File: src/rtl/qlearn_episode_ctrl.sv
// Q-learning episode sequencer for an 8x8 grid world (64 states, 4 actions).
// Fetches Q(s,*) from the Q-table and picks an action (greedy argmax or
// LFSR-driven exploration). It then moves the agent, fetches Q(s',*) to
// form max Q(s'), and hands one update request per step to the updater.
//
// Handshakes:
//   q_rd_req/q_rd_valid : q_rd_req and q_rd_addr stay stable until a cycle
//                         with q_rd_valid=1; the data is captured on that
//                         edge and q_rd_req falls right after it.
//   upd_valid/upd_ready : upd_valid and the upd_* payload stay stable until
//                         a cycle with upd_ready=1; the transfer happens on
//                         that edge and upd_valid falls right after it.
//   q_rd_req and upd_valid are never high in the same cycle.
module qlearn_episode_ctrl #(
    parameter int          Q_W         = 16,
    parameter logic [5:0]  START_STATE = 6'd0,
    parameter logic [5:0]  GOAL_STATE  = 6'd63,
    parameter logic [7:0]  MAX_STEPS   = 8'd255,
    parameter logic [7:0]  EPS_THRESH  = 8'd26,
    parameter logic [15:0] LFSR_SEED   = 16'hACE1
) (
    input  logic             clk,
    input  logic             rst_n,
    input  logic             start,
    output logic             busy,
    output logic             done,
    output logic             q_rd_req,
    output logic [5:0]       q_rd_addr,
    input  logic             q_rd_valid,
    input  logic [4*Q_W-1:0] q_rd_data,
    output logic             upd_valid,
    input  logic             upd_ready,
    output logic [5:0]       upd_state,
    output logic [1:0]       upd_action,
    output logic [15:0]      upd_reward,
    output logic [Q_W-1:0]   upd_max_next_q,
    output logic [5:0]       cur_state,
    output logic [7:0]       step_cnt
);

    typedef enum logic [2:0] {
        S_IDLE,
        S_FETCH,
        S_SELECT,
        S_MOVE,
        S_FETCH_NXT,
        S_UPDATE,
        S_FIN
    } state_t;

    state_t                state;
    logic [15:0]           lfsr;
    logic                  lfsr_fb;
    logic signed [Q_W-1:0] q_cur [4];
    logic [5:0]            next_state;

    logic [1:0]            greedy_act;
    logic signed [Q_W-1:0] best_q;
    logic signed [Q_W-1:0] rd_max;
    logic                  explore;
    logic [2:0]            row;
    logic [2:0]            col;
    logic [5:0]            mv_next;
    logic                  mv_off;
    logic [15:0]           mv_reward;
    logic [7:0]            step_inc;

    // Fibonacci feedback for taps 16,14,13,11
    assign lfsr_fb  = lfsr[15] ^ lfsr[13] ^ lfsr[12] ^ lfsr[10];
    assign explore  = (lfsr[7:0] < EPS_THRESH);
    assign step_inc = step_cnt + 8'd1;
    assign row      = cur_state[5:3];
    assign col      = cur_state[2:0];

    // Signed argmax of the latched Q(s,*); strict compare keeps ties on the lowest index
    always_comb begin
        greedy_act = 2'd0;
        best_q     = q_cur[0];
        for (int i = 1; i < 4; i++) begin
            if (q_cur[i] > best_q) begin
                best_q     = q_cur[i];
                greedy_act = 2'(i);
            end
        end
    end

    // Signed max of the Q-values currently on the read data bus
    always_comb begin
        rd_max = $signed(q_rd_data[0 +: Q_W]);
        for (int i = 1; i < 4; i++) begin
            if ($signed(q_rd_data[i*Q_W +: Q_W]) > rd_max) begin
                rd_max = $signed(q_rd_data[i*Q_W +: Q_W]);
            end
        end
    end

    // Grid move for the chosen action: off-grid moves keep the state and cost -10
    always_comb begin
        mv_next = cur_state;
        mv_off  = 1'b0;
        case (upd_action)
            2'd0: if (row == 3'd0) mv_off = 1'b1; else mv_next = {row - 3'd1, col};
            2'd1: if (row == 3'd7) mv_off = 1'b1; else mv_next = {row + 3'd1, col};
            2'd2: if (col == 3'd0) mv_off = 1'b1; else mv_next = {row, col - 3'd1};
            default: if (col == 3'd7) mv_off = 1'b1; else mv_next = {row, col + 3'd1};
        endcase
        if (mv_off)
            mv_reward = 16'hFFF6;            // -10
        else if (mv_next == GOAL_STATE)
            mv_reward = 16'd100;
        else
            mv_reward = 16'hFFFF;            // -1
    end

    // Episode FSM, LFSR and all registered outputs
    always_ff @(posedge clk or negedge rst_n) begin
        if (!rst_n) begin
            state          <= S_IDLE;
            lfsr           <= LFSR_SEED;
            busy           <= 1'b0;
            done           <= 1'b0;
            q_rd_req       <= 1'b0;
            q_rd_addr      <= 6'd0;
            upd_valid      <= 1'b0;
            upd_state      <= 6'd0;
            upd_action     <= 2'd0;
            upd_reward     <= 16'd0;
            upd_max_next_q <= '0;
            cur_state      <= START_STATE;
            step_cnt       <= 8'd0;
            next_state     <= 6'd0;
            for (int i = 0; i < 4; i++) q_cur[i] <= '0;
        end else begin
            lfsr <= {lfsr[14:0], lfsr_fb};
            done <= 1'b0;
            case (state)
                S_IDLE: begin
                    if (start) begin
                        cur_state <= START_STATE;
                        step_cnt  <= 8'd0;
                        busy      <= 1'b1;
                        q_rd_req  <= 1'b1;
                        q_rd_addr <= START_STATE;
                        state     <= S_FETCH;
                    end
                end
                S_FETCH: begin
                    if (q_rd_valid && q_rd_req) begin
                        for (int i = 0; i < 4; i++) q_cur[i] <= $signed(q_rd_data[i*Q_W +: Q_W]);
                        q_rd_req <= 1'b0;
                        state    <= S_SELECT;
                    end
                end
                S_SELECT: begin
                    upd_state  <= cur_state;
                    upd_action <= explore ? lfsr[9:8] : greedy_act;
                    state      <= S_MOVE;
                end
                S_MOVE: begin
                    next_state <= mv_next;
                    upd_reward <= mv_reward;
                    // The goal is terminal, so its Q-values are never read
                    if (mv_next != GOAL_STATE) begin
                        q_rd_req  <= 1'b1;
                        q_rd_addr <= mv_next;
                    end
                    state <= S_FETCH_NXT;
                end
                S_FETCH_NXT: begin
                    if (next_state == GOAL_STATE) begin
                        upd_max_next_q <= '0;
                        upd_valid      <= 1'b1;
                        state          <= S_UPDATE;
                    end else if (q_rd_valid && q_rd_req) begin
                        upd_max_next_q <= rd_max;
                        q_rd_req       <= 1'b0;
                        upd_valid      <= 1'b1;
                        state          <= S_UPDATE;
                    end
                end
                S_UPDATE: begin
                    if (upd_ready) begin
                        upd_valid <= 1'b0;
                        cur_state <= next_state;
                        step_cnt  <= step_inc;
                        if (next_state == GOAL_STATE || step_inc == MAX_STEPS) begin
                            done  <= 1'b1;
                            busy  <= 1'b0;
                            state <= S_FIN;
                        end else begin
                            q_rd_req  <= 1'b1;
                            q_rd_addr <= next_state;
                            state     <= S_FETCH;
                        end
                    end
                end
                S_FIN: begin
                    state <= S_IDLE;
                end
                default: begin
                    state <= S_IDLE;
                end
            endcase
        end
    end

endmodule

File: config.mk
export PLATFORM = sky130hd
export DESIGN_NAME = qlearn_episode_ctrl
export DESIGN_NICKNAME = d
export VERILOG_FILES = /design/src/rtl/qlearn_episode_ctrl.sv
export SDC_FILE = /design/constraint.sdc
export NUM_CORES = 1
export LEC_CHECK = 0
export BUFFER_PORTS_ARGS = -buffer_cell sky130_fd_sc_hd__buf_4
export CAP_MARGIN = 15
export CORE_MARGIN = 2
export CORE_UTILIZATION = 40
export DETAILED_ROUTE_END_ITERATION = 7
export GPL_TIMING_DRIVEN = 1
export PLACE_DENSITY = 0.69
export SLEW_MARGIN = 20
export SYNTH_ARGS = -nofsm -noshare
export SYNTH_HDL_FRONTEND = slang
export SYNTH_SLANG_ARGS = --single-unit
File: constraint.sdc
create_clock -name clk -period 8.4 [get_ports clk]
set_clock_uncertainty 0.1 [all_clocks]
set_input_delay 0.42 -clock clk [delete_from_list [all_inputs] [get_ports clk]]
set_output_delay 0.42 -clock clk [all_outputs]
set_load 0.01 [all_outputs]
==> run metrics, run 1 <==
Initial Util 41.0%; Min Clock Period, post-route 7.05 ns; Place WS 1.05 ns; Crit Reg-Reg Startpoint q_cur[41]$_DFFE_PN0P_; CP Max Fanout 16; final hold violation count 0; Worst-Margin Slew 0.998 ns; initial antenna violation count 0; ys async rst share 100%; synth unique cells 69; DR pass1 iterations 5; Nets 1182; design area 10800 µm²; largest net degree at the start of global routing 90; clock slew at reported path FFs 0.07 ns; Vias per Instance 5.39; number of flops mapped to enable cells by yosys 0; Primary FF master, synth dfrtp_1; hold_sp q_rd_data[19]; HPWL after detailed placement 17200 µm; final setup violation count 0; vias in the first global route 6960; FMAX 142 MHz; Congestion Overflow GR 0; gr usage total 19.5%; Setup TNS Final 0 ns; Routed WL 22300 µm; FP Rows 54; R2R Path End upd_action[1]$_DFFE_PN0P_; dpl cell area 10200 µm²; Slew HR 33.4%; insertion delay to the later sink of the worst-skew pair 0.44 ns; die height 154 µm; CP Class input pin to register; first-pass GRT wire length 36600 µm; routed via count 7016; # IOs 133; CTS sink cnt 140; VDD IR max 0.000185 V; R2R cell count 21; Core ar. 22000 µm²; total CTS buffers 17; worst hold path class input pin to register; proportion of layout cells with a drive suffix above 1 25.1%; syn_area_per_cell 10.1 µm²; Setup crit end kind register; CP startpoint kind input pin; most frequent cells in the layout buf_4 (134), dfrtp_1 (132), ha_1 (104); #FFs+latches synth 140; WHS Path Cells 2; Yosys warnings 0; setup slack after layout 1.35 ns; total die area 23800 µm²; n_diodes 0; die width 154 µm; maximum clock insertion buffer count 2; status finished, final reports clean; most common cell after layout, fill and taps aside buf_4; flop-to-flop setup slack 1.49 ns; CP Data Required Time 8.63 ns; Initial DRC Count 325; Synthesized Nets 1069; pwr dens 357 nW/µm²; CTS Root Cell clkbuf_16; P_leak 5.25 nW; post-synthesis sequential area ratio 38.9%; synthesized area 9030 µm²; post-route ant nets 0; Filler cells 2065; Arr. time, crit path 7.28 ns; CTS tree yes; Post-Synthesis Cells 896; crit path launch q_rd_data[5]; DR DRC count 0; overall power 3.85 mW; Hold Path End q_cur[35]$_DFFE_PN0P_; fin crit share 83.9%; area growth from synthesis to layout 19.3%; gpl congestion 0.881; CTS H-tree depth 4; max_cap viols 0; RSZ-0062 raised after global routing no; Port Buf Inserts 132; cts repair resizes 0; max-slew violation count 0; wire per inst 17.2 µm
==> worst max-delay path: stages <==
cell and delay (ns):
buf_4 0.08, inv_1 0.04, ha_1 0.34, a21o_1 0.22
a221oi_1 0.36, o2111ai_1 0.17, o21bai_2 0.75, mux2_1 0.32
inv_1 0.06, ha_1 0.33, nand4_1 0.22, o211ai_1 0.27
a21oi_1 0.06, o22ai_1 0.11, a31o_1 0.79, mux2i_1 0.40
ha_1 0.30, a211oi_1 0.32, o21bai_1 0.17, nor4_1 0.32
o21ai_0 0.22, a21oi_2 0.68, a22oi_1 0.18, o21ai_1 0.14
==> per-layer routing <==
layer  up-vias  global-route usage [%]  part of all wire, %  wire [µm]
met1      3361                    25.4                   45       9980
met3        31                    3.70                  4.8       1080
li1       3476                       -                    -          -
met2       148                    32.9                   49      10800
met5         -                       0                    0          0
met4         0                    6.48                  1.9        433
==> registers in the layout, indices dropped and copies added, names as in the netlist, 3 cells and up <==
register	count
cur_state	6
lfsr	16
next_state	6
q_cur	64
q_rd_addr	6
state	3
step_cnt	8
upd_max_next_q	16
upd_reward	3
upd_state	6
==> area by class of cell <==
class	count	area, µm²	share of cell area, %
multi-input cells	628	4980	46.3
flip-flops and latches	140	3510	32.6
well taps	280	350	3.25
clock buffers	17	425	3.95
clock inverters	15	153	1.42
inverters	86	323	3.00
repair buffers	136	1030	9.53
==> report_power, final <==
group / switching (mW) / leakage [nW] / total (mW) / internal, mW
Clock: 0.334 / 0.277 / 0.752 / 0.418
Sequential: 0.197 / 1.76 / 1.09 / 0.890
Combinational: 1.04 / 3.21 / 2.01 / 0.977
==> metrics by stage <==
| stage | instances | hold WS [ns] | util, % |
|---|---|---|---|
| 4_1_cts | 1302 | 0.122 | 48.9 |
| 3_3_place_gp | 1269 | 0.237 | 46.2 |
| 2_1_floorplan | 896 | 0.0244 | - |
| 5_1_grt | 1302 | 0.131 | 48.9 |
| 3_5_place_dp | 1269 | 0.245 | 46.3 |
| 6_report | 1302 | 0.134 | 48.9 |
==> logic make-up after synthesis <==
| logic type | count (synthesis) | share of synthesized area, % |
|---|---|---|
| AO/OA/AOI/OAI | 211 | 15.3 |
| XOR/XNOR | 5 | 0.485 |
| adder cells (fa/ha/maj) | 104 | 14.4 |
| buffers and inverters | 128 | 6.20 |
| flip-flops | 140 | 38.9 |
| multiplexers | 113 | 13.6 |
| AND/OR/NAND/NOR | 195 | 11.1 |
==> synth_stat cells (all sizes together), types with 3 or more instances <==
cell type | number | area share [%]
ha | 104 | 14
o21ai | 83 | 4.6
a22oi | 22 | 1.9
a22o | 8 | 0.78
a21o | 12 | 1.0
nand4 | 17 | 1.2
a21boi | 3 | 0.25
and4 | 7 | 0.68
or3 | 3 | 0.21
o2bb2ai | 7 | 0.68
nor2b | 10 | 0.69
o211ai | 8 | 0.72
dfrtp | 132 | 37
mux2i | 33 | 3.7
inv | 85 | 3.5
nor2 | 31 | 1.3
o21bai | 3 | 0.29
a31oi | 5 | 0.51
buf | 21 | 1.8
a21oi | 29 | 1.6
nand3 | 15 | 0.83
nand2 | 64 | 2.7
nor4 | 4 | 0.28
nand2b | 13 | 0.90
clkbuf | 21 | 0.87
dfstp | 8 | 2.3
a211oi | 8 | 0.66
nor3 | 6 | 0.33
o22ai | 3 | 0.21
mux2 | 80 | 10
and2 | 6 | 0.42
and3 | 8 | 0.55
a221oi | 4 | 0.39
xnor2 | 4 | 0.39
==> repair_timing <==
action | CTS | global route
hold endpoints to repair | 1 | 0
hold buffers | 1 | 0
setup buffers | 0 | 0
==> worst max path at each step <==
stage / endpoint / slack (ns) / depth (start not counted)
floorplan: upd_max_next_q[0]$_DFFE_PN0P_ / 2.54 / 28
global placement: upd_max_next_q[12]$_DFFE_PN0P_ / 1.09 / 24
detailed placement: upd_max_next_q[1]$_DFFE_PN0P_ / 1.05 / 24
CTS: upd_max_next_q[4]$_DFFE_PN0P_ / 1.42 / 24
global route: upd_max_next_q[4]$_DFFE_PN0P_ / 0.62 / 24
finish: upd_max_next_q[4]$_DFFE_PN0P_ / 1.35 / 24
(Power assumes the default switching activity.)
==> inputs of run 2 (changes only) <==
PLACE_DENSITY = 0.72   (was 0.69)
clock period = 6.3 ns   (was 8.4 ns; I/O delays follow)
==> run metrics, run 2 (synthesis results as in run 1) <==
WHS Path Cells 2 (unchanged); # IOs 133 (unchanged); Initial DRC Count 444 (+37%); hold_sp q_rd_data[20]; CTS Root Cell clkbuf_16; final non-filler cell total 1322 (+1.5%); FP Rows 54 (unchanged); Sw Share 39.8% (-0.90 points); total CTS buffers 17 (unchanged); maximum clock insertion buffer count 2 (unchanged); FMAX 163 MHz; CTS tree yes; flop-to-flop setup slack 0.17 ns (-1.32 ns); DR pass1 iterations 5 (unchanged); clock slew at reported path FFs 0.06 ns (about the same); dpl cell area 10300 µm² (+1.0%); clock share of power 18.0% (-1.5 points); design area 11200 µm² (+3.5%); Initial Util 41.0% (unchanged); final setup violation count 0 (unchanged); Congestion Overflow GR 0 (unchanged); post-route ant nets 0 (unchanged); Place WS -0.0431 ns (-1.09 ns); R2R Path End upd_action[1]$_DFFE_PN0P_; largest net degree at the start of global routing 92 (+2.2%); gpl congestion 0.879 (-0.23%); initial antenna violation count 0 (unchanged); first-pass GRT wire length 36000 µm (-1.7%); most frequent cells in the layout buf_4 (147), dfrtp_1 (132), ha_1 (100); final hold violation count 0 (unchanged); insertion delay to the later sink of the worst-skew pair 0.43 ns (about the same); total die area 23800 µm² (unchanged); fin util 50.7% (+1.7 points); Crit Reg-Reg Startpoint q_cur[41]$_DFFE_PN0P_; fin crit share 97.3%; GR Layer Usage met1 24.6% (-0.80 points); RSZ-0062 raised after global routing yes; VDD IR max 0.000315 V (+71%); CP Max Fanout 8 (-8); CTS H-tree depth 4 (unchanged); top flop regs q_cur: 64 flops, lfsr: 16 flops, upd_max_next_q: 16 flops; CP startpoint kind register; GRT met2 Usage 32.1% (-0.75 points); n_diodes 0 (unchanged); proportion of layout cells with a drive suffix above 1 28.5% (+3.4 points); Routed WL 22900 µm (+2.7%); met3 usage 3.84% (+0.14 points); die height 154 µm (unchanged); wire per inst 17.3 µm (+1.1%); Port Buf Inserts 132 (unchanged); setup slack after layout 0.169 ns (-1.18 ns); area growth from synthesis to layout 23.5%; CP Data Required Time 6.50 ns (-2.13 ns); hold slack 0.0326 ns (-0.102 ns); Core ar. 22000 µm² (unchanged); Setup TNS Final 0 ns (unchanged); vias in the first global route 6984 (+0.34%); pwr dens 506 nW/µm² (+41%); R2R cell count 24 (+14%); Worst-Margin Slew 0.982 ns (-0.0159 ns); gr usage total 19.1% (-0.38 points); most used routing layer met2; overall power 5.64 mW (+46%); P_leak 5.38 nW (+2.5%); worst hold path class input pin to register; Hold Path End q_cur[36]$_DFFE_PN0P_; Min Clock Period, post-route 6.13 ns; Arr. time, crit path 6.33 ns (-0.95 ns); Nets 1202 (+1.7%); CP Class register to register; net load switching power 2.24 mW (+43%); most common cell after layout, fill and taps aside buf_4; max reg flops 64 (unchanged); logic gate share of total power 55.9% (+3.7 points); Setup crit end kind register; max-slew violation count 0 (unchanged); P_int 3.40 mW (+49%); HPWL after detailed placement 17400 µm (+1.1%); DR DRC count 0 (unchanged); Flop pwr share 26.2% (-2.0 points); placed instance count 1277 (+0.63%); max_cap viols 0 (unchanged); Slew HR 34.3% (+0.82 points); status finished, final reports clean; routed via count 7201 (+2.6%); die width 154 µm (unchanged); CTS sink cnt 140 (unchanged); Vias per Instance 5.45 (+1.1%); Top reg by flops q_cur
run 2: cell types whose count changed in the layout (fill, tap and decap cells not counted), moves of 3 or more:
cell / delta
clkinv_2: +3
inv_8: -3
ha_1: -4
mux2i_1: -8
o21ai_1: +3
buf_4: +13
buf_12: +4
ha_4: +4
mux2i_2: +6
run 2: layer usage:
| layer | routed length (µm) | vias up |
|---|---|---|
| li1 | - | 3518 |
| met2 | 11300 | 169 |
| met3 | 1020 | 39 |
| met1 | 10100 | 3475 |
| met4 | 552 | 0 |
| met5 | 0 | - |
run 2: how the worst max path moves through the flow:
stage / slack [ns] / depth (start not counted) / startpoint / end
2_1_floorplan: 0.51 / 24 / q_cur[41]$_DFFE_PN0P_ / upd_action[1]$_DFFE_PN0P_
3_3_place_gp: 0.28 / 23 / q_cur[41]$_DFFE_PN0P_ / upd_action[1]$_DFFE_PN0P_
3_5_place_dp: -0.04 / 23 / q_cur[41]$_DFFE_PN0P_ / upd_action[1]$_DFFE_PN0P_
4_1_cts: 0.02 / 23 / q_cur[41]$_DFFE_PN0P_ / upd_action[1]$_DFFE_PN0P_
5_1_grt: -0.09 / 25 / q_cur[41]$_DFFE_PN0P_ / upd_action[1]$_DFFE_PN0P_
6_report: 0.17 / 24 / q_cur[41]$_DFFE_PN0P_ / upd_action[1]$_DFFE_PN0P_
run 2: timing repair:
| action | CTS | global route |
|---|---|---|
| resized for setup | 1 | 28 |
| cloned | 0 | 1 |
| hold endpoints to repair | 82 | 0 |
| endpoints found under the setup margin | 1 | 2 |
| hold buffers | 1 | 0 |
| buffers inserted | 0 | 11 |
| pin swaps | 0 | 10 |
run 2: critical path: stages (launching register included):
cell,delay [ns]
dfrtp_1,0.43
ha_4,0.26
a21o_1,0.17
a221o_1,0.35
o211ai_2,0.28
a31oi_2,0.15
a311oi_4,0.43
clkbuf_16,0.26
mux2i_1,0.33
ha_1,0.19
nand4_1,0.10
or4_4,0.45
a21oi_2,0.13
nor2_1,0.08
a31oi_4,0.20
buf_6,0.17
mux2_2,0.34
ha_1,0.29
nand4_1,0.16
buf_4,0.19
nor4_4,0.19
buf_4,0.16
nand4_1,0.18
a211oi_2,0.30
o22ai_1,0.12
run 2: power groups by stage:
stage	clock network (mW)	logic (mW)	registers (mW)
CTS	1.03	2.79	1.46
floorplan	0	2.04	1.39
global placement	0	2.65	1.46
global route	1.07	3.48	1.51
finish	1.01	3.15	1.48
detailed placement	0	2.75	1.47
run 2: layout make-up:
type	count	area (µm²)
Clock buffer	19	453
Clock inverter	13	139
Fill cell	1984	10900
Inverter	86	323
Multi-Input combinational cell	628	5130
Sequential cell	140	3510
Tap cell	280	350
Timing Repair Buffer	156	1250
==> inputs of run 3 (changes only) <==
CORE_ASPECT_RATIO = 1.5   (was unset)
==> run metrics, run 3 (synthesis results as in run 1) <==
status finished, final reports clean; CTS Root Cell clkbuf_16; vias in the first global route 7440 (+6.5%); HPWL after detailed placement 18300 µm (+5.6%); first-pass GRT wire length 38500 µm (+6.8%); delay of the slowest cell on the worst path 0.54 ns (+0.09 ns); CP Max Fanout 7 (-1); CTS sink cnt 140 (unchanged); Vias per Instance 5.50 (+1.0%); Min Clock Period, post-route 6.18 ns (+0.0443 ns); max reg flops 64 (unchanged); CTS tree yes; most common cell after layout, fill and taps aside buf_4; max_cap viols 0 (unchanged); max-slew violation count 0 (unchanged); placed instance count 1273 (-0.31%); insertion delay to the later sink of the worst-skew pair 0.43 ns (about the same); DR DRC count 0 (unchanged); top flop regs q_cur: 64 flops, lfsr: 16 flops, upd_max_next_q: 16 flops; CP Class register to register; worst hold path class input pin to register; Port Buf Inserts 132 (unchanged); Setup crit end kind register; Nets 1197 (-0.42%); hold slack 0.0358 ns (+0.00315 ns); Arr. time, crit path 6.37 ns (+0.04 ns); post-route ant nets 0 (unchanged); setup slack after layout 0.124 ns (-0.0443 ns); Filler cells 2063 (+4.0%); Core ar. 22300 µm² (+1.2%); routed via count 7213 (+0.17%); total CTS buffers 17 (unchanged); overall power 5.60 mW (-0.72%); total die area 23800 µm² (+0.10%); wire per inst 18.5 µm (+6.8%); final hold violation count 0 (unchanged); R2R cell count 26 (+8.3%); initial antenna violation count 0 (unchanged); proportion of layout cells with a drive suffix above 1 27.6% (-0.87 points); CP Data Required Time 6.50 ns (about the same); area growth from synthesis to layout 22.2%; Routed WL 24300 µm (+5.9%); most frequent cells in the layout buf_4 (146), dfrtp_1 (132), ha_1 (103); largest net degree at the start of global routing 83 (-9.8%); WHS Path Cells 2 (unchanged); Initial Util 40.5% (-0.50 points); Top reg by flops q_cur; Worst Path Buf+Inv 4 (unchanged); fin crit share 98.0% (+0.70 points); # IOs 133 (unchanged); Place WS 0.130 ns (+0.173 ns); gr usage total 20.7% (+1.6 points); cell family with most CP delay compound AO/OA/AOI/OAI gates; CTS H-tree depth 4 (unchanged); Setup TNS Final 0 ns (unchanged); Congestion Overflow GR 0 (unchanged); Slew HR 38.4% (+4.2 points); maximum clock insertion buffer count 2 (unchanged); CP startpoint kind register; VDD IR max 0.000263 V (-17%); clock slew at reported path FFs 0.06 ns (about the same); gpl congestion 0.908 (+3.4%); crit-path most repeated cell ha_1; Initial DRC Count 491 (+11%); FMAX 162 MHz (-0.72%); P_leak 5.34 nW (-0.81%); final setup violation count 0 (unchanged); pwr dens 507 nW/µm² (+0.31%); Slowest-stage cell, CP or4_4; n_diodes 0 (unchanged); DR pass1 iterations 6 (+1); die width 127 µm (-18%); FP Rows 67 (+24%); Worst-Margin Slew 0.920 ns (-0.0624 ns); final non-filler cell total 1311 (-0.83%); die height 188 µm (+22%); WP depth 26 (+8.3%)
run 3: per-layer routing:
layer / GRT usage [%] / routed length [µm] / vias to the layer above
met1: 21.9 / 9170 / 3503
met4: 10.6 / 1070 / 0
met3: 3.51 / 749 / 48
met2: 39.0 / 13300 / 172
met5: 0 / 0 / -
li1: - / - / 3490
run 3: stage by stage:
| step | utilization (%) | area [µm²] |
|---|---|---|
| finish | 49.5 | 11000 |
| global placement | 45.9 | 10200 |
| floorplan | - | 9030 |
| global route | 49.5 | 11000 |
| detailed placement | 45.9 | 10200 |
| CTS | 48.8 | 10900 |
run 3: final cells by class:
type	count	area, µm²	share of cell area (%)
Clock buffer	20	467	4.23
Inverter	86	323	2.92
Timing Repair Buffer	151	1150	10.4
Tap cell	276	345	3.13
Clock inverter	10	163	1.47
Sequential cell	140	3510	31.8
Multi-Input combinational cell	628	5080	46.0
run 3: path summary, 6_finish.rpt:
kind                            slack [ns]                       endpoint                  start
max in group asynchronous             4.33  upd_max_next_q[2]$_DFFE_PN0P_                  rst_n
min in group asynchronous             0.37          q_cur[33]$_DFFE_PN0P_                  rst_n
worst max register to register        0.12      upd_action[0]$_DFFE_PN0P_  q_cur[57]$_DFFE_PN0P_
worst max-delay path                  0.12      upd_action[0]$_DFFE_PN0P_  q_cur[57]$_DFFE_PN0P_
worst min register to register        0.26             lfsr[15]$_DFF_PN1_     lfsr[14]$_DFF_PN0_
worst min-delay path                  0.04          q_cur[38]$_DFFE_PN0P_          q_rd_data[22]
run 3: report_power, final:
group | switching [mW] | leakage (nW) | internal [mW] | total [mW]
logic | 1.50 | 3.27 | 1.51 | 3.01
clock network | 0.400 | 0.305 | 0.691 | 1.09
registers | 0.318 | 1.76 | 1.19 | 1.50
run 3: repair_timing:
action | CTS | global route
endpoints found under the setup margin | 0 | 2
buffers inserted | 0 | 6
hold buffers | 1 | 0
gates resized for setup | 0 | 26
hold endpoints to repair | 61 | 0
